===== src/rtl/amm_perf_meter.sv =====
// ---------------------------------------------------------------------------
// amm_perf_meter
//
// Passive Avalon-MM performance meter. Snoops the master side of the bus and
// collects write throughput, read throughput and per-burst read latency
// statistics (min / max / saturating sum) over a measurement window that is
// opened by test_start_i and closed by test_stop_i. Outstanding read bursts
// are tracked in a small circular buffer so each burst's first-beat latency
// can be measured independently.
//
// Optional feature: define AMM_PERF_HIST_EN to build a latency histogram of
// HIST_BINS saturating 32-bit bins, each HIST_STEP cycles wide. Without the
// macro, hist_o is tied to zero and no histogram logic exists.
//
// Ports
//   clk_i, rst_n_i        clock, asynchronous active-low reset
//   read_i, write_i       Avalon read / write strobes
//   waitrequest_i         Avalon waitrequest (stalls acceptance)
//   readdatavalid_i       Avalon read data beat
//   burstcount_i          burst length of the read being issued
//   byteenable_i          byte lanes of the write being issued
//   test_start_i          pulse: clear all results, start measuring
//   test_stop_i           pulse: stop issue-side counting, drain reads
//   meas_busy_o           measuring (RUN or DRAIN)
//   meas_done_o           measurement finished, results stable
//   err_o                 sticky: [0] tracker overflow, [1] stray beat
//   wr_ticks_o            cycles with write_i high
//   wr_units_o            bytes (BYTE) or beats (WORD) written
//   rd_ticks_o            cycles with a read pending or outstanding
//   rd_words_o            readdatavalid beats
//   rd_req_o              accepted read requests
//   min_lat_o, max_lat_o  first-beat read latency extremes
//   sum_lat_o             saturating latency sum
//   hist_o                latency histogram, bin i at [32*i +: 32]
// ---------------------------------------------------------------------------
module amm_perf_meter #(
  parameter int    AMM_BURST_W = 11,
  parameter int    DATA_B_W    = 8,
  parameter string ADDR_TYPE   = "BYTE",
  parameter int    OUTSTD_NUM  = 8,
  parameter int    LAT_W       = 16,
  parameter int    SUM_W       = 40,
  parameter int    HIST_BINS   = 8,
  parameter int    HIST_STEP   = 16
) (
  input  logic                    clk_i,
  input  logic                    rst_n_i,
  input  logic                    read_i,
  input  logic                    write_i,
  input  logic                    waitrequest_i,
  input  logic                    readdatavalid_i,
  input  logic [AMM_BURST_W-1:0]  burstcount_i,
  input  logic [DATA_B_W-1:0]     byteenable_i,
  input  logic                    test_start_i,
  input  logic                    test_stop_i,
  output logic                    meas_busy_o,
  output logic                    meas_done_o,
  output logic [1:0]              err_o,
  output logic [31:0]             wr_ticks_o,
  output logic [31:0]             wr_units_o,
  output logic [31:0]             rd_ticks_o,
  output logic [31:0]             rd_words_o,
  output logic [31:0]             rd_req_o,
  output logic [LAT_W-1:0]        min_lat_o,
  output logic [LAT_W-1:0]        max_lat_o,
  output logic [SUM_W-1:0]        sum_lat_o,
  output logic [HIST_BINS*32-1:0] hist_o
);

  localparam logic [1:0] S_IDLE  = 2'd0;
  localparam logic [1:0] S_RUN   = 2'd1;
  localparam logic [1:0] S_DRAIN = 2'd2;
  localparam logic [1:0] S_DONE  = 2'd3;

  localparam int PTR_W = $clog2(OUTSTD_NUM);
  localparam int OCC_W = PTR_W + 1;
  localparam logic [LAT_W-1:0] LAT_MAX = '1;
  localparam logic [SUM_W-1:0] SUM_MAX = '1;

  // Elaboration-time parameter sanity checks.
  if (OUTSTD_NUM < 2 || OUTSTD_NUM > 64 || (OUTSTD_NUM & (OUTSTD_NUM - 1)) != 0) begin : g_chk_outstd
    $error("amm_perf_meter: OUTSTD_NUM must be a power of two in 2..64");
  end
  if (HIST_BINS < 2 || HIST_STEP < 1) begin : g_chk_hist
    $error("amm_perf_meter: HIST_BINS must be >= 2 and HIST_STEP >= 1");
  end
  if (SUM_W <= LAT_W || DATA_B_W < 2) begin : g_chk_width
    $error("amm_perf_meter: need SUM_W > LAT_W and DATA_B_W >= 2");
  end
  if (ADDR_TYPE != "BYTE" && ADDR_TYPE != "WORD") begin : g_chk_addr
    $error("amm_perf_meter: ADDR_TYPE must be \"BYTE\" or \"WORD\"");
  end

  // -------------------------------------------------------------------------
  // Measurement FSM
  // -------------------------------------------------------------------------
  logic [1:0] state_q, state_d;
  logic       in_run, in_active;
  logic       trk_empty, wr_pipe_busy;

  assign in_run    = (state_q == S_RUN);
  assign in_active = (state_q == S_RUN) || (state_q == S_DRAIN);

  // NOTE: every combinational output gets a default first, so no path can
  // leave it unassigned and infer a latch.
  always_comb begin
    state_d = state_q;
    case (state_q)
      S_RUN:   if (test_stop_i) state_d = S_DRAIN;
      S_DRAIN: if (trk_empty && !wr_pipe_busy) state_d = S_DONE;
      default: state_d = state_q;
    endcase
    if (test_start_i) state_d = S_RUN;
  end

  // NOTE: state registers use non-blocking assignments so every flop samples
  // the pre-edge value of every other flop regardless of block order.
  always_ff @(posedge clk_i or negedge rst_n_i) begin
    if (!rst_n_i) state_q <= S_IDLE;
    else          state_q <= state_d;
  end

  assign meas_busy_o = in_active;
  assign meas_done_o = (state_q == S_DONE);

  // -------------------------------------------------------------------------
  // Bus events
  // -------------------------------------------------------------------------
  logic rd_acc, wr_acc, beat;
  assign rd_acc = read_i  && !waitrequest_i;
  assign wr_acc = write_i && !waitrequest_i;
  assign beat   = in_active && readdatavalid_i;

  // -------------------------------------------------------------------------
  // Outstanding read-burst tracker
  // -------------------------------------------------------------------------
  logic [AMM_BURST_W-1:0] words_q [OUTSTD_NUM];
  logic [LAT_W-1:0]       age_q   [OUTSTD_NUM];
  logic [PTR_W-1:0]       load_ptr_q, act_ptr_q;
  logic [OCC_W-1:0]       occ_q;
  logic                   act_started_q;

  logic                   trk_full, push, retire_beat, first_beat, last_beat;
  logic [LAT_W-1:0]       cur_age, first_lat;

  assign trk_empty   = (occ_q == '0);
  assign trk_full    = (occ_q == OCC_W'(OUTSTD_NUM));
  assign push        = in_run && rd_acc && !trk_full;
  // A beat always belongs to the oldest burst; a burst pushed this cycle is
  // not yet visible, so a same-cycle beat cannot be attributed to it.
  assign retire_beat = beat && !trk_empty;
  assign first_beat  = retire_beat && !act_started_q;
  assign last_beat   = retire_beat && (words_q[act_ptr_q] == AMM_BURST_W'(1));
  assign cur_age     = age_q[act_ptr_q];
  // age counts completed cycles since acceptance; the beat cycle adds one.
  assign first_lat   = (cur_age == LAT_MAX) ? LAT_MAX : cur_age + LAT_W'(1);

  // NOTE: the tracker payload arrays are deliberately not reset; an entry is
  // only read while the occupancy count says it is valid, and push always
  // initialises it first.
  always_ff @(posedge clk_i) begin
    for (int i = 0; i < OUTSTD_NUM; i++) begin
      if (age_q[i] != LAT_MAX) age_q[i] <= age_q[i] + LAT_W'(1);
    end
    if (push) begin
      words_q[load_ptr_q] <= (burstcount_i == '0) ? AMM_BURST_W'(1) : burstcount_i;
      age_q[load_ptr_q]   <= '0;
    end
    // push never targets the active slot: it is blocked when the ring is full.
    if (retire_beat && !last_beat) begin
      words_q[act_ptr_q] <= words_q[act_ptr_q] - AMM_BURST_W'(1);
    end
  end

  always_ff @(posedge clk_i or negedge rst_n_i) begin
    if (!rst_n_i) begin
      load_ptr_q    <= '0;
      act_ptr_q     <= '0;
      occ_q         <= '0;
      act_started_q <= 1'b0;
    end else if (test_start_i) begin
      load_ptr_q    <= '0;
      act_ptr_q     <= '0;
      occ_q         <= '0;
      act_started_q <= 1'b0;
    end else begin
      if (push) load_ptr_q <= load_ptr_q + PTR_W'(1);
      if (last_beat) begin
        act_ptr_q     <= act_ptr_q + PTR_W'(1);
        act_started_q <= 1'b0;
      end else if (retire_beat) begin
        act_started_q <= 1'b1;
      end
      occ_q <= occ_q + OCC_W'(push) - OCC_W'(last_beat);
    end
  end

  // -------------------------------------------------------------------------
  // Write unit counting
  // -------------------------------------------------------------------------
  logic [31:0] wr_add;

  if (ADDR_TYPE == "BYTE") begin : g_byte
    localparam int BE_LO = DATA_B_W / 2;
    localparam int PC_W  = $clog2(DATA_B_W + 1);

    logic [PC_W-1:0] pc_lo, pc_hi;
    logic [PC_W-1:0] s1_lo_q, s1_hi_q, s2_sum_q;
    logic            s1_v_q, s2_v_q;

    always_comb begin
      pc_lo = '0;
      pc_hi = '0;
      for (int i = 0; i < BE_LO; i++)        pc_lo = pc_lo + PC_W'(byteenable_i[i]);
      for (int i = BE_LO; i < DATA_B_W; i++) pc_hi = pc_hi + PC_W'(byteenable_i[i]);
    end

    // Stage 1 registers the two half popcounts, stage 2 their sum.
    always_ff @(posedge clk_i or negedge rst_n_i) begin
      if (!rst_n_i) begin
        s1_v_q   <= 1'b0;
        s2_v_q   <= 1'b0;
        s1_lo_q  <= '0;
        s1_hi_q  <= '0;
        s2_sum_q <= '0;
      end else if (test_start_i) begin
        s1_v_q   <= 1'b0;
        s2_v_q   <= 1'b0;
      end else begin
        s1_v_q   <= in_run && wr_acc;
        s1_lo_q  <= pc_lo;
        s1_hi_q  <= pc_hi;
        s2_v_q   <= s1_v_q;
        s2_sum_q <= s1_lo_q + s1_hi_q;
      end
    end

    assign wr_add       = s2_v_q ? 32'(s2_sum_q) : 32'd0;
    assign wr_pipe_busy = s1_v_q || s2_v_q;
  end else begin : g_word
    assign wr_add       = (in_run && wr_acc) ? 32'd1 : 32'd0;
    assign wr_pipe_busy = 1'b0;
  end

  // -------------------------------------------------------------------------
  // Throughput counters and sticky errors
  // -------------------------------------------------------------------------
  always_ff @(posedge clk_i or negedge rst_n_i) begin
    if (!rst_n_i) begin
      wr_ticks_o <= '0;
      wr_units_o <= '0;
      rd_ticks_o <= '0;
      rd_words_o <= '0;
      rd_req_o   <= '0;
      err_o      <= '0;
    end else if (test_start_i) begin
      wr_ticks_o <= '0;
      wr_units_o <= '0;
      rd_ticks_o <= '0;
      rd_words_o <= '0;
      rd_req_o   <= '0;
      err_o      <= '0;
    end else begin
      if (in_run && write_i)                      wr_ticks_o <= wr_ticks_o + 32'd1;
      wr_units_o <= wr_units_o + wr_add;
      if (in_active && (read_i || !trk_empty))    rd_ticks_o <= rd_ticks_o + 32'd1;
      if (beat)                                   rd_words_o <= rd_words_o + 32'd1;
      if (in_run && rd_acc)                       rd_req_o   <= rd_req_o + 32'd1;
      if (in_run && rd_acc && trk_full)           err_o[0]   <= 1'b1;
      if (beat && trk_empty)                      err_o[1]   <= 1'b1;
    end
  end

  // -------------------------------------------------------------------------
  // Latency statistics: register the first-beat latency, update one cycle on
  // -------------------------------------------------------------------------
  logic             lat_v_q;
  logic [LAT_W-1:0] lat_q;
  logic [SUM_W:0]   sum_ext;

  assign sum_ext = {1'b0, sum_lat_o} + (SUM_W+1)'(lat_q);

  always_ff @(posedge clk_i or negedge rst_n_i) begin
    if (!rst_n_i) begin
      lat_v_q   <= 1'b0;
      lat_q     <= '0;
      min_lat_o <= LAT_MAX;
      max_lat_o <= '0;
      sum_lat_o <= '0;
    end else if (test_start_i) begin
      lat_v_q   <= 1'b0;
      min_lat_o <= LAT_MAX;
      max_lat_o <= '0;
      sum_lat_o <= '0;
    end else begin
      lat_v_q <= first_beat;
      lat_q   <= first_lat;
      if (lat_v_q) begin
        if (lat_q < min_lat_o) min_lat_o <= lat_q;
        if (lat_q > max_lat_o) max_lat_o <= lat_q;
        sum_lat_o <= sum_ext[SUM_W] ? SUM_MAX : sum_ext[SUM_W-1:0];
      end
    end
  end

  // -------------------------------------------------------------------------
  // Optional latency histogram
  // -------------------------------------------------------------------------
`ifdef AMM_PERF_HIST_EN
  localparam int BIN_W = $clog2(HIST_BINS);

  logic [31:0]      bins_q [HIST_BINS];
  logic [LAT_W-1:0] bin_quot;
  logic [BIN_W-1:0] bin_idx;

  always_comb begin
    bin_quot = lat_q / LAT_W'(HIST_STEP);
    if (bin_quot >= LAT_W'(HIST_BINS - 1)) bin_idx = BIN_W'(HIST_BINS - 1);
    else                                   bin_idx = bin_quot[BIN_W-1:0];
  end

  always_ff @(posedge clk_i or negedge rst_n_i) begin
    if (!rst_n_i) begin
      for (int i = 0; i < HIST_BINS; i++) bins_q[i] <= '0;
    end else if (test_start_i) begin
      for (int i = 0; i < HIST_BINS; i++) bins_q[i] <= '0;
    end else if (lat_v_q && bins_q[bin_idx] != '1) begin
      bins_q[bin_idx] <= bins_q[bin_idx] + 32'd1;
    end
  end

  for (genvar g = 0; g < HIST_BINS; g++) begin : g_hist_out
    assign hist_o[g*32 +: 32] = bins_q[g];
  end
`else
  assign hist_o = '0;
`endif

endmodule

===== config.mk =====
export PLATFORM = sky130hd
export DESIGN_NAME = amm_perf_meter
export DESIGN_NICKNAME = d
export VERILOG_FILES = /design/src/rtl/amm_perf_meter.sv
export SDC_FILE = /design/constraint.sdc
export NUM_CORES = 1
export LEC_CHECK = 0
export ABC_AREA = 1
export BUFFER_PORTS_ARGS = -buffer_cell sky130_fd_sc_hd__buf_4
export CAP_MARGIN = 20
export CELL_PAD_IN_SITES_DETAIL_PLACEMENT = 0
export CELL_PAD_IN_SITES_GLOBAL_PLACEMENT = 2
export CORE_UTILIZATION = 29
export DETAILED_ROUTE_END_ITERATION = 8
export PLACE_DENSITY = 0.82
export SYNTH_ARGS = -nofsm -noshare
export SYNTH_HDL_FRONTEND = slang
export SYNTH_SLANG_ARGS = --single-unit

===== constraint.sdc =====
create_clock -name clk_i -period 2.7 [get_ports clk_i]
set_input_delay 0.27 -clock clk_i [delete_from_list [all_inputs] [get_ports clk_i]]
set_output_delay 0.27 -clock clk_i [all_outputs]
set_load 0.02 [all_outputs]

==> key figures, run 1 <==
Die
  – Row cnt: 120
  – Initial Util: 29.3%
  – Die H: about 330 um
  – Full die area: 110000 um^2
  – Die width: ~330 um
  – CORE AREA: 107000 um^2
  – Top-Level Pins: around 520

Yosys
  – Adder-cell share of the synthesized area: between 3 and 4%
  – Mux contribution to synthesized area: 0%
  – Syn Inst Count: ~4500
  – Synth Area per Inst: 6.98 um^2
  – Compound-gate portion of the synthesized area: 9.04%
  – Mapped cell area: between 30000 and 40000 um^2
  – Register area share after synthesis: about two fifths
  – Main flop type after synthesis: dfrtp_1
  – Ys Warns: 0
  – Number of synthesized flops with an enable pin: just under 90
  – XOR/XNOR share of the synthesized area: 2.67%
  – Post-synthesis cell type count: 53
  – Largest family of logic cells by synthesized area: simple AND/OR/NAND/NOR gates
  – Synth Register Bits: approximately 500
  – Asr flop ratio synth: around 56%
  – Post-Synth Simple-Gate Area: between 30 and 40%

Clock network
  – Clock-pin slew on the worst setup and hold paths: ~60 ps
  – CTS Root Cell: clkbuf_16
  – Clk Latency, worst-skew pair: ~630 ps
  – Total CTS buffers: 66
  – CTS tree: yes
  – Maximum root-to-sink buffer count: 3
  – H-tree depth: 3
  – CTS Sinks: about 500

Placement
  – Routability cong.: around 0.84
  – Port bufs: 262
  – Area post-placement: around 35000 um^2
  – Post-DP HPWL: 76400 um

Run
  – Max Cap Violations: 0

STA
  – Max-slew headroom: approximately 44%
  – Setup TNS: -21370 ps
  – Skew final: between 20 and 30 ps
  – Final Hold Vio Count: 0
  – PnR worst setup slack: -259 ps
  – Post-route minimum period: 2960 ps
  – Max Fclk: about 0.34 GHz
  – Pins Over Slew Limit: 0
  – Worst-margin pin slew: between 800 and 900 ps
  – WHS: 42.6 ps
  – Final setup vio count: 180
  – RSZ-0062 raised after global routing: true
  – Period utilization: 110%

Setup path
  – Startpoint types: flop
  – Crit path capture: occ_q[1]
  – Worst-path fanout max: 10
  – Reg2reg end: occ_q[1]
  – Critical path startpoint: act_ptr_q[0]
  – WP data required: 3190 ps
  – FF-to-FF Start: act_ptr_q[0]
  – Crit. End Element: flop
  – Register-to-Register Setup Slack: -260 ps
  – Register-to-Register Path Depth: 17
  – Critical path class: reg -> reg
  – Crit path DAT: between 3000 and 4000 ps

Layout
  – P&R area growth vs syn: 22.0%
  – Layout filler cell count: between 10000 and 15000
  – Final Cell Area: approximately 38000 um^2
  – Commonest non-fill, non-tap cell in the layout: nand2_1
  – Layout cell share with drive strength beyond 1: approximately 14%
  – Final Util: 35.8%
  – Commonest non-fill, non-tap cells in the layout: nand2_1, inv_1, buf_4
  – Nets@finish: between 5000 and 6000

Global routing
  – Antenna violations before repair: 3
  – Largest net degree at the start of global routing: slightly above 70
  – Total grt overflow: 0
  – Number of global-route vias before repair: 28000
  – Total GRT Usage: between 10% and 20%
  – First-pass GRT wire length: 160000 um

Route
  – Vias per cell: around 4.6
  – Residual DRC: 0
  – Drt pass-1 iters: 5
  – Routed WL per cell: 15.9 um
  – Via Count: 29200
  – ANT nets after route: 0
  – Post-Route WL: slightly above 100000 um
  – Iter 0 DRT Violations: around 1700

Min path
  – Hold_sp: burstcount_i[7]
  – Hold path depth: 3
  – Worst min-delay path category: in -> reg

Pwr
  – Power per Cell Area: 644 nW/um^2
  – LEAKAGE: approximately 0.019 uW
  – VDD IR max: between 0.3 and 0.4 mV

Run status
  – Status: complete, but fails checks
  – Failing checks: negative setup slack
metrics by stage:
step / power (uW) / worst slack (ps) / cells
after floorplan: 13500 / -150 / 4757
after global placement: 15700 / -451 / 6257
after detailed placement: 15700 / -429 / 6257
after CTS: 25000 / -212 / 6398
after global routing: 26200 / -427 / 6407
final: 24700 / -259 / 6407
Yosys cell counts (27+ instances only):
master	n	share of area [%]
nand2_1	1463	17
xor2_1	65	1.8
nand3_1	225	3.6
buf_4	273	6.5
nor4_1	36	0.72
ha_1	84	3.3
nor3_1	135	2.1
dfxtp_1	128	8.2
o21ai_0	231	3.7
a21oi_1	201	3.2
edfxtp_1	88	8.4
buf_2	36	0.57
dfrtp_1	260	21
inv_1	484	5.8
clkbuf_1	55	0.66
nor2_1	410	4.9
nand4_1	106	2.1
xnor2_1	27	0.75
flip-flops by register name, indices dropped and copies added, names as in the netlist, 32 cells and up:
name,count
age_q,128
words_q,88
sum_lat_o,40
rd_req_o,32
rd_ticks_o,32
rd_words_o,32
wr_ticks_o,32
wr_units_o,32
layout make-up:
cell class	instances	area, um^2	share of cell area, %
inverters	489	1850	4.82
well taps	1403	1760	4.58
multi-input cells	3395	16200	42.2
diodes	2	5.00	0.0130
repair buffers	504	4240	11.1
flip-flops and latches	492	12100	31.6
clock buffers	100	1990	5.20
clock inverters	22	205	0.535
where the power goes:
group	leakage [uW]	internal, uW	total (uW)	switching (uW)
Clock	0.00108	5320	8920	3600
Combinational	0.0121	2400	6270	3860
Sequential	0.00560	8480	9500	1010
Total	0.0188	16200	24700	8480
kinds of logic (layout without fill, tap and decap cells):
| kind of cell | count (synthesis) | in the layout |
|---|---|---|
| and+or+nand+nor | 2429 | 2429 |
| buffers and inverters | 870 | 1115 |
| AOI/OAI and AO/OA | 526 | 526 |
| DFF | 492 | 492 |
| xor gates and xnor gates | 94 | 94 |
| adders and majority gates | 90 | 90 |
| other | 1 | 258 |
critical path, cell delays in order (launching register included):
cell and delay (ps):
dfrtp_4 550, buf_4 170, buf_6 160, nand2_1 70
nand2_1 50, nand2_1 50, nand2_1 50, nand2_1 90
nand2_1 120, nor4_4 240, nand4_1 170, nor2_1 140
ha_1 240, inv_2 70, ha_4 130, fa_2 430
inv_2 50, nor2_1 30
how the worst min path moves through the flow:
stage / end / slack (ps)
final: words_q[1][7] / 40
after global routing: words_q[1][7] / 30
after CTS: words_q[1][7] / 0.2
after detailed placement: sum_lat_o[30] / 290
after global placement: sum_lat_o[30] / 290
after floorplan: act_ptr_q[0] / -30
routing by layer:
layer	vias up	GRT usage (%)	part of all wire (%)
li1	14900	-	-
met1	13600	24.3	46
met2	582	30.8	48
met3	113	2.57	4.1
met4	0	4.37	2.0
met5	-	0	0
timing repair:
action / in CTS / in global routing
pin swaps: 10 / 10
buffers inserted: 5 / 2
resized for setup: 45 / 68
endpoints found under the hold margin: 107 / 0
hold buffers: 12 / 0
setup endpoints to repair: 198 / 258
gates cloned: 2 / 5
Power figures use the tool's default switching activity.
==> run 2, diff against run 1 <==
CORE_UTILIZATION = 34   (was 29)
PLACE_DENSITY = 0.9   (was 0.82)
clock period = 3.8 ns   (was 2.7 ns; I/O delays follow)
==> run 2 against run 1 <==
  * Critical path depth rose by 1
  * First-iteration DRC count increased by 18%
  * Largest power group unchanged
  * Die area shrank 15%
  * Sequential power fell by 28%
  * Clock skew is 1.4 ps lower
  * Final area fell by 6.2%
  * Wire length down 6.5%
  * Largest cell class unchanged
  * Sequential cell count stayed put
  * The flow now finishes without violations
  * Non-clock buffer count is 171 lower
  * Setup slack improved by 760 ps
  * Clock power shrank 34%
==> key figures, run 2 (synthesis gave the netlist of run 1 again) <==
Run status
  – Status: finished clean

Setup path
  – Startpoint types: flop
  – Worst path cell trace: inv_2 > nand2_1 > nand2_1 > nand2_1 > nand2_1 > nand2_1 > nand4_1 > ha_1 > inv_1 > nor4_1 > nand4_1 > nor2_1 > ha_1 > inv_1 > ha_1 > fa_1 > inv_1 > nor2_1
  – Critical path class: reg -> reg
  – Worst-path fanout max: 25 (+15)
  – Crit path max-delay family: simple AND/OR/NAND/NOR gates
  – Crit. End Element: flop
  – CP most frequent cell: nand2_1
  – WP data required: 4310 ps (+1120 ps)
  – Slowest CP cell: dfrtp_4
  – Crit path DAT: 3810 ps (+360 ps)
  – Crit-path max cell delay: 560 ps (about the same)
  – Worst path bufs/invs: 4 (unchanged)

Route
  – Drt pass-1 iters: 5 (unchanged)
  – ANT nets after route: 0 (unchanged)
  – Routed WL per cell: 15.8 um (-0.25%)
  – Vias per cell: 4.79 (+5.0%)
  – Post-Route WL: 95200 um (-6.5%)
  – Via Count: 28800 (-1.5%)
  – Residual DRC: 0 (unchanged)
  – Iter 0 DRT Violations: 2011 (+18%)

Layout
  – P&R area growth vs syn: 14.4%
  – Biggest regs: age_q x128, words_q x88, sum_lat_o x40
  – Most flop-heavy register: age_q
  – Commonest non-fill, non-tap cells in the layout: nand2_1, inv_1, nor2_1
  – Antenna Cells: 0 (-2)
  – Largest register FFs: 128 (unchanged)
  – Final Util: 39.2% (+3.5 points)
  – Final Non-Filler Cells: 6006 (-6.3%)
  – Commonest non-fill, non-tap cell in the layout: nand2_1
  – Nets@finish: 4888 (-3.5%)
  – Layout cell share with drive strength beyond 1: 9.81% (-4.3 points)

STA
  – Post-route minimum period: 3300 ps (+338 ps)
  – Pins Over Slew Limit: 0 (unchanged)
  – Max Fclk: 0.303 GHz (-10%)
  – Setup TNS: 0 ps (+21370 ps)
  – Final setup vio count: 0 (-100%)
  – RSZ-0062 raised after global routing: false
  – Max-slew headroom: 26.5% (-18 points)
  – Worst-margin pin slew: 1100 ps (+261 ps)
  – Period utilization: 86.8% (-23 points)
  – Skew final: 25.8 ps (-1.39 ps)
  – Final Hold Vio Count: 0 (unchanged)

Pwr
  – VDD IR max: 0.399 mV (+6.7%)
  – Power per Cell Area: 461 nW/um^2 (-28%)
  – Power, Total: 16600 uW (-33%)
  – LEAKAGE: 0.0177 uW (-6.0%)

Placement
  – Inst Count DP: 5893 (-5.8%)
  – Routability cong.: 0.907 (+7.9%)
  – Port bufs: 262 (unchanged)
  – Post-DP HPWL: 71400 um (-6.6%)

Global routing
  – Number of global-route vias before repair: 26500 (-5.3%)
  – Antenna violations before repair: 0 (-3)
  – Total grt overflow: 0 (unchanged)
  – Largest net degree at the start of global routing: 90 (+25%)
  – First-pass GRT wire length: 150000 um (-6.2%)
  – Total GRT Usage: 19.9% (+1.8 points)

Clock network
  – CTS Sinks: 492 (unchanged)
  – Total CTS buffers: 60 (-9.1%)
  – Post-CTS setup-driven buffer insertion count: 0 (-5)
  – H-tree depth: 2 (-1)
  – CTS Hold Buffers Added: 2 (-10)
  – Clock-pin slew on the worst setup and hold paths: 60 ps (about the same)
  – Post-cts resize count: 0 (-100%)
  – CTS tree: yes
  – CTS Root Cell: clkbuf_16
  – Maximum root-to-sink buffer count: 3 (unchanged)
  – Clk Latency, worst-skew pair: 650 ps (+20 ps)

Die
  – Top-Level Pins: 519 (unchanged)
  – Row cnt: 111 (-7.5%)
  – Die width: 306 um (-7.6%)
  – Initial Util: 34.3% (+5.0 points)
  – CORE AREA: 91700 um^2 (-14%)
  – Die H: 306 um (-7.6%)
  – Full die area: 93700 um^2 (-15%)

Min path
  – Worst min-delay path category: in -> reg

Run
  – Max Cap Violations: 0 (unchanged)
run 2: tightest hold or removal path: stages:
cell and delay, ps:
buf_4 80, ha_1 110, nand2_1 50, nand2_1 50
run 2: path summary, 6_finish.rpt:
check / slack [ps] / depth (start not counted) / end / start
hold reg to reg: 470 / 1 / rd_ticks_o[31] / rd_ticks_o[31]
max in group asynchronous: 2570 / 3 / sum_lat_o[16] / rst_n_i
min in group asynchronous: 290 / 2 / sum_lat_o[26] / rst_n_i
setup / recovery: 500 / 18 / occ_q[1] / act_ptr_q[0]
hold / removal: 60 / 4 / g_byte.s1_lo_q[0] / byteenable_i[2]
setup reg to reg: 500 / 18 / occ_q[1] / act_ptr_q[0]
run 2: final cells by class:
type	instances	area [um^2]
Timing Repair Buffer	333	2570
Multi-Input combinational cell	3395	15900
Tap cell	1186	1480
Sequential cell	492	12100
Clock inverter	26	342
Fill cell	9778	55700
Clock buffer	85	1670
Inverter	489	1840
run 2: through the flow:
step                cell area (um^2)  worst slack (ps)  hold slack (ps)
global placement               33900               522              418
detailed placement             33900               518              421
floorplan                      32400               884             84.4
CTS                            36000               513             13.5
global route                   36000               205             57.7
finish                         36000               503             62.4
run 2: layer usage:
metal	wire [um]	track usage (%)
met1	44800	28.3
met2	43400	32.0
met3	4580	2.29
met4	2410	5.34
met5	0	0
run 2: power breakdown:
part	switching [uW]	internal (uW)	total, uW
sequential	788	6030	6820
clock	2390	3520	5910
combinational	2540	1320	3860
total	5720	10900	16600
==> run 3, diff against run 2 <==
ABC_AREA = 0   (was 1)
BUFFER_PORTS_ARGS = -buffer_cell sky130_fd_sc_hd__clkbuf_2   (was -buffer_cell sky130_fd_sc_hd__buf_4)
CORE_MARGIN = 5   (was unset)
CORE_UTILIZATION = 38   (was 34)
==> run 3 against run 2 <==
  * Cell count decreased by 28%
  * Maximum frequency decreased by 7.4%
  * Largest power group unchanged
  * Via count decreased by 24%
  * Largest cell class unchanged
==> key figures, run 3 <==
Clock network
  – CTS tree: yes
  – Total CTS buffers: 55 (-8.3%)
  – CTS Sinks: 492 (unchanged)
  – CTS Root Cell: clkbuf_16
  – H-tree depth: 2 (unchanged)
  – Maximum root-to-sink buffer count: 3 (unchanged)
  – Clk Latency, worst-skew pair: 620 ps (-30 ps)
  – Clock-pin slew on the worst setup and hold paths: 60 ps (about the same)

STA
  – WHS: 118 ps (+55.6 ps)
  – Skew final: 21.7 ps (-4.09 ps)
  – RSZ-0062 raised after global routing: false
  – Setup TNS: 0 ps (unchanged)
  – Max-slew headroom: 41.2% (+15 points)
  – Final setup vio count: 0 (unchanged)
  – Post-route minimum period: 3560 ps (+262 ps)
  – Worst-margin pin slew: 879 ps (-216 ps)
  – Pins Over Slew Limit: 0 (unchanged)
  – Period utilization: 93.7% (+6.9 points)
  – Final Hold Vio Count: 0 (unchanged)
  – Max Fclk: 0.281 GHz (-7.4%)

Pwr
  – Logic pwr share: 27.4% (+4.1 points)
  – LEAKAGE: 0.0144 uW (-18%)
  – VDD IR max: 0.383 mV (-3.8%)
  – Sw Ratio: 35.6% (+1.1 points)
  – Power, Total: 17700 uW (+6.5%)
  – NetSw: 6280 uW (+9.8%)
  – Clk pwr share: 30.9% (-4.7 points)
  – Sequential power share: 41.7% (+0.6 points)
  – Power per Cell Area: 539 nW/um^2 (+17%)
  – Power Internal: 11400 uW (+4.7%)

Die
  – Full die area: 82200 um^2 (-12%)
  – Die H: 287 um (-6.3%)
  – Initial Util: 38.3% (+4.0 points)
  – Top-Level Pins: 519 (unchanged)
  – Row cnt: 101 (-9.0%)
  – Die width: 287 um (-6.3%)
  – CORE AREA: 75900 um^2 (-17%)

Yosys
  – Post-synthesis cell type count: 96 (+81%)
  – Ys Warns: 0 (unchanged)
  – Main flop type after synthesis: dfrtp_1
  – Yosys top cell area share: 22.4% (+1.7 points)
  – Asr flop ratio synth: 56.1% (unchanged)
  – Synth Area per Inst: 9.83 um^2 (+41%)
  – Area leader, netlist: dfrtp_1
  – Synth Register Bits: 492 (unchanged)
  – Number of synthesized flops with an enable pin: 88 (unchanged)
  – Syn Inst Count: 2959 (-34%)
  – Most numerous cell in the Yosys netlist: nor2_1
  – Commonest cells post-synth: nor2_1, buf_4, dfrtp_1
  – Ranking of synthesized cells by area: dfrtp_1, edfxtp_1, dfxtp_1, buf_4, nor2_1
  – Mapped cell area: 29100 um^2 (-7.4%)
  – Register area share after synthesis: 41.7% (+3.1 points)

Run status
  – Status: finished clean

Setup path
  – Crit path max-delay family: multiplexers
  – Crit path DAT: 4060 ps (+250 ps)
  – Register-to-Register Setup Slack: 240 ps (-260 ps)
  – Critical path class: reg -> reg
  – FF-to-FF Start: act_ptr_q[0]
  – Slowest CP cell: mux4_1
  – Crit-path max cell delay: 650 ps (+90 ps)
  – Reg2reg end: occ_q[3]
  – Startpoint types: flop
  – Crit. End Element: flop
  – Worst-path fanout max: 39 (+56%)
  – WP data required: 4300 ps (about the same)
  – CP most frequent cell: ha_1
  – Worst path bufs/invs: 2 (-2)
  – Worst path cell trace: buf_12 > mux4_1 > mux2i_4 > nand4b_4 > nor4_4 > ha_1 > inv_1 > ha_1 > a21o_1 > a21oi_1 > xnor2_1 > nor2_1
  – Register-to-Register Path Depth: 12 (-6)

Global routing
  – Global Route met1 Usage: 26.0% (-2.3 points)
  – Met2 Use GR: 29.4% (-2.5 points)
  – Largest net degree at the start of global routing: 99 (+10%)
  – Number of global-route vias before repair: 20700 (-22%)
  – Total grt overflow: 0 (unchanged)
  – GRT busiest layer: met2
  – Antenna violations before repair: 0 (unchanged)
  – Total GRT Usage: 18.4% (-1.5 points)
  – Grt met3 use: 3.20% (+0.91 points)
  – First-pass GRT wire length: 123000 um (-18%)

Route
  – Vias per cell: 5.04 (+5.2%)
  – Iter 0 DRT Violations: 1589 (-21%)
  – ANT nets after route: 0 (unchanged)
  – Residual DRC: 0 (unchanged)
  – Post-Route WL: 79400 um (-17%)
  – Via Count: 21800 (-24%)
  – Routed WL per cell: 18.4 um (+16%)
  – Drt pass-1 iters: 5 (unchanged)

Placement
  – Post-DP HPWL: 59000 um (-17%)
  – Port bufs: 262 (unchanged)
  – Area post-placement: 30800 um^2 (-9.2%)
  – Routability cong.: 0.849 (-6.4%)

Layout
  – Commonest non-fill, non-tap cell in the layout: nor2_1
  – Largest register FFs: 128 (unchanged)
  – Biggest regs: age_q x128, words_q x88, sum_lat_o x40
  – Layout cell share with drive strength beyond 1: 17.8% (+8.0 points)
  – Most flop-heavy register: age_q
  – Final Cell Area: 32700 um^2 (-9.0%)
  – Layout filler cell count: 7421 (-24%)
  – Nets@finish: 3363 (-31%)
  – Commonest non-fill, non-tap cells in the layout: nor2_1, clkbuf_2, dfrtp_1
  – P&R area growth vs syn: 12.5%
  – Antenna Cells: 0 (unchanged)

Min path
  – Worst min-delay path category: in -> reg
  – WHS Endpoint: g_byte.s1_lo_q[0]
  – Hold_sp: byteenable_i[2]
  – Hold path depth: 3 (-1)

Run
  – Max Cap Violations: 0 (unchanged)
## run 3: changes by cell type after synthesis, moves of 60 or more
cell / before / now
nand2_1: 1463 / 197
inv_1: 484 / 84
o21ai_0: 231 / 55
nand3_1: 225 / 113
a21oi_1: 201 / 112
xor2_1: 65 / 146
mux2i_1: 0 / 75
nor3_1: 135 / 60
xnor2_1: 27 / 87
## run 3: layer usage
metal	share of wire, %	wire, um	vias to the layer above
li1	-	-	10500
met1	46	36200	10600
met2	47	37000	547
met3	5.3	4200	115
met4	2.5	1980	0
met5	0	0	-
## run 3: cell families (layout without fill, tap and decap cells)
family                     after synthesis  after routing  share of synthesized area [%]
buffers and inverters                  452            527                           9.78
DFF                                    492            492                           41.7
muxes                                  208            208                           9.74
AOI/OAI and AO/OA                      335            335                           7.44
adders and majority gates               90             90                           4.03
and+or+nand+nor                       1147           1147                           20.2
xor gates and xnor gates               234            234                           7.07
other                                    1            256                         0.0129
## run 3: worst max path at each step
stage	depth (start not counted)	slack [ps]	start	end
after floorplan	13	170	act_ptr_q[0]	words_q[6][0]
after global placement	8	140	act_ptr_q[0]	words_q[1][6]
after detailed placement	8	30	act_ptr_q[1]	words_q[1][5]
after CTS	8	80	act_ptr_q[0]	words_q[0][5]
after global routing	13	70	act_ptr_q[0]	occ_q[3]
final	12	240	act_ptr_q[0]	occ_q[3]
## run 3: what timing repair did
action / 4_1_cts / 5_1_grt
resized for setup: 0 / 1
setup buffers: 2 / 2
hold buffers: 3 / 0
endpoints found under the hold margin: 69 / 0
pin swaps: 1 / 1
setup endpoints to repair: 1 / 12
## run 3: cell type report
cell class	instances	area [um^2]	share of cell area, %
clock inverters	21	251	0.769
flip-flops and latches	492	12100	37.1
inverters	86	323	0.987
repair buffers	341	2000	6.13
well taps	1030	1290	3.94
clock buffers	79	1590	4.85
multi-input cells	2270	15100	46.2
## run 3: stage by stage
step | std cells | util, % | setup slack (ps)
after global routing | 4319 | 43.1 | 71.0
after CTS | 4316 | 43.0 | 79.5
after floorplan | 3214 | - | 165
after global placement | 4211 | 40.6 | 141
final | 4319 | 43.1 | 241
after detailed placement | 4211 | 40.6 | 30.3
## run 3: power by group through the flow
stage,clock (uW),sequential [uW],combinational (uW)
global placement,0,7460,4730
floorplan,0,7030,3830
CTS,5590,7350,4850
finish,5450,7370,4830
global route,5800,7480,5480
detailed placement,0,7440,4810
## run 3: worst min-delay path: stages
cell	delay [ps]
clkbuf_2	80
ha_1	110
mux2_2	130
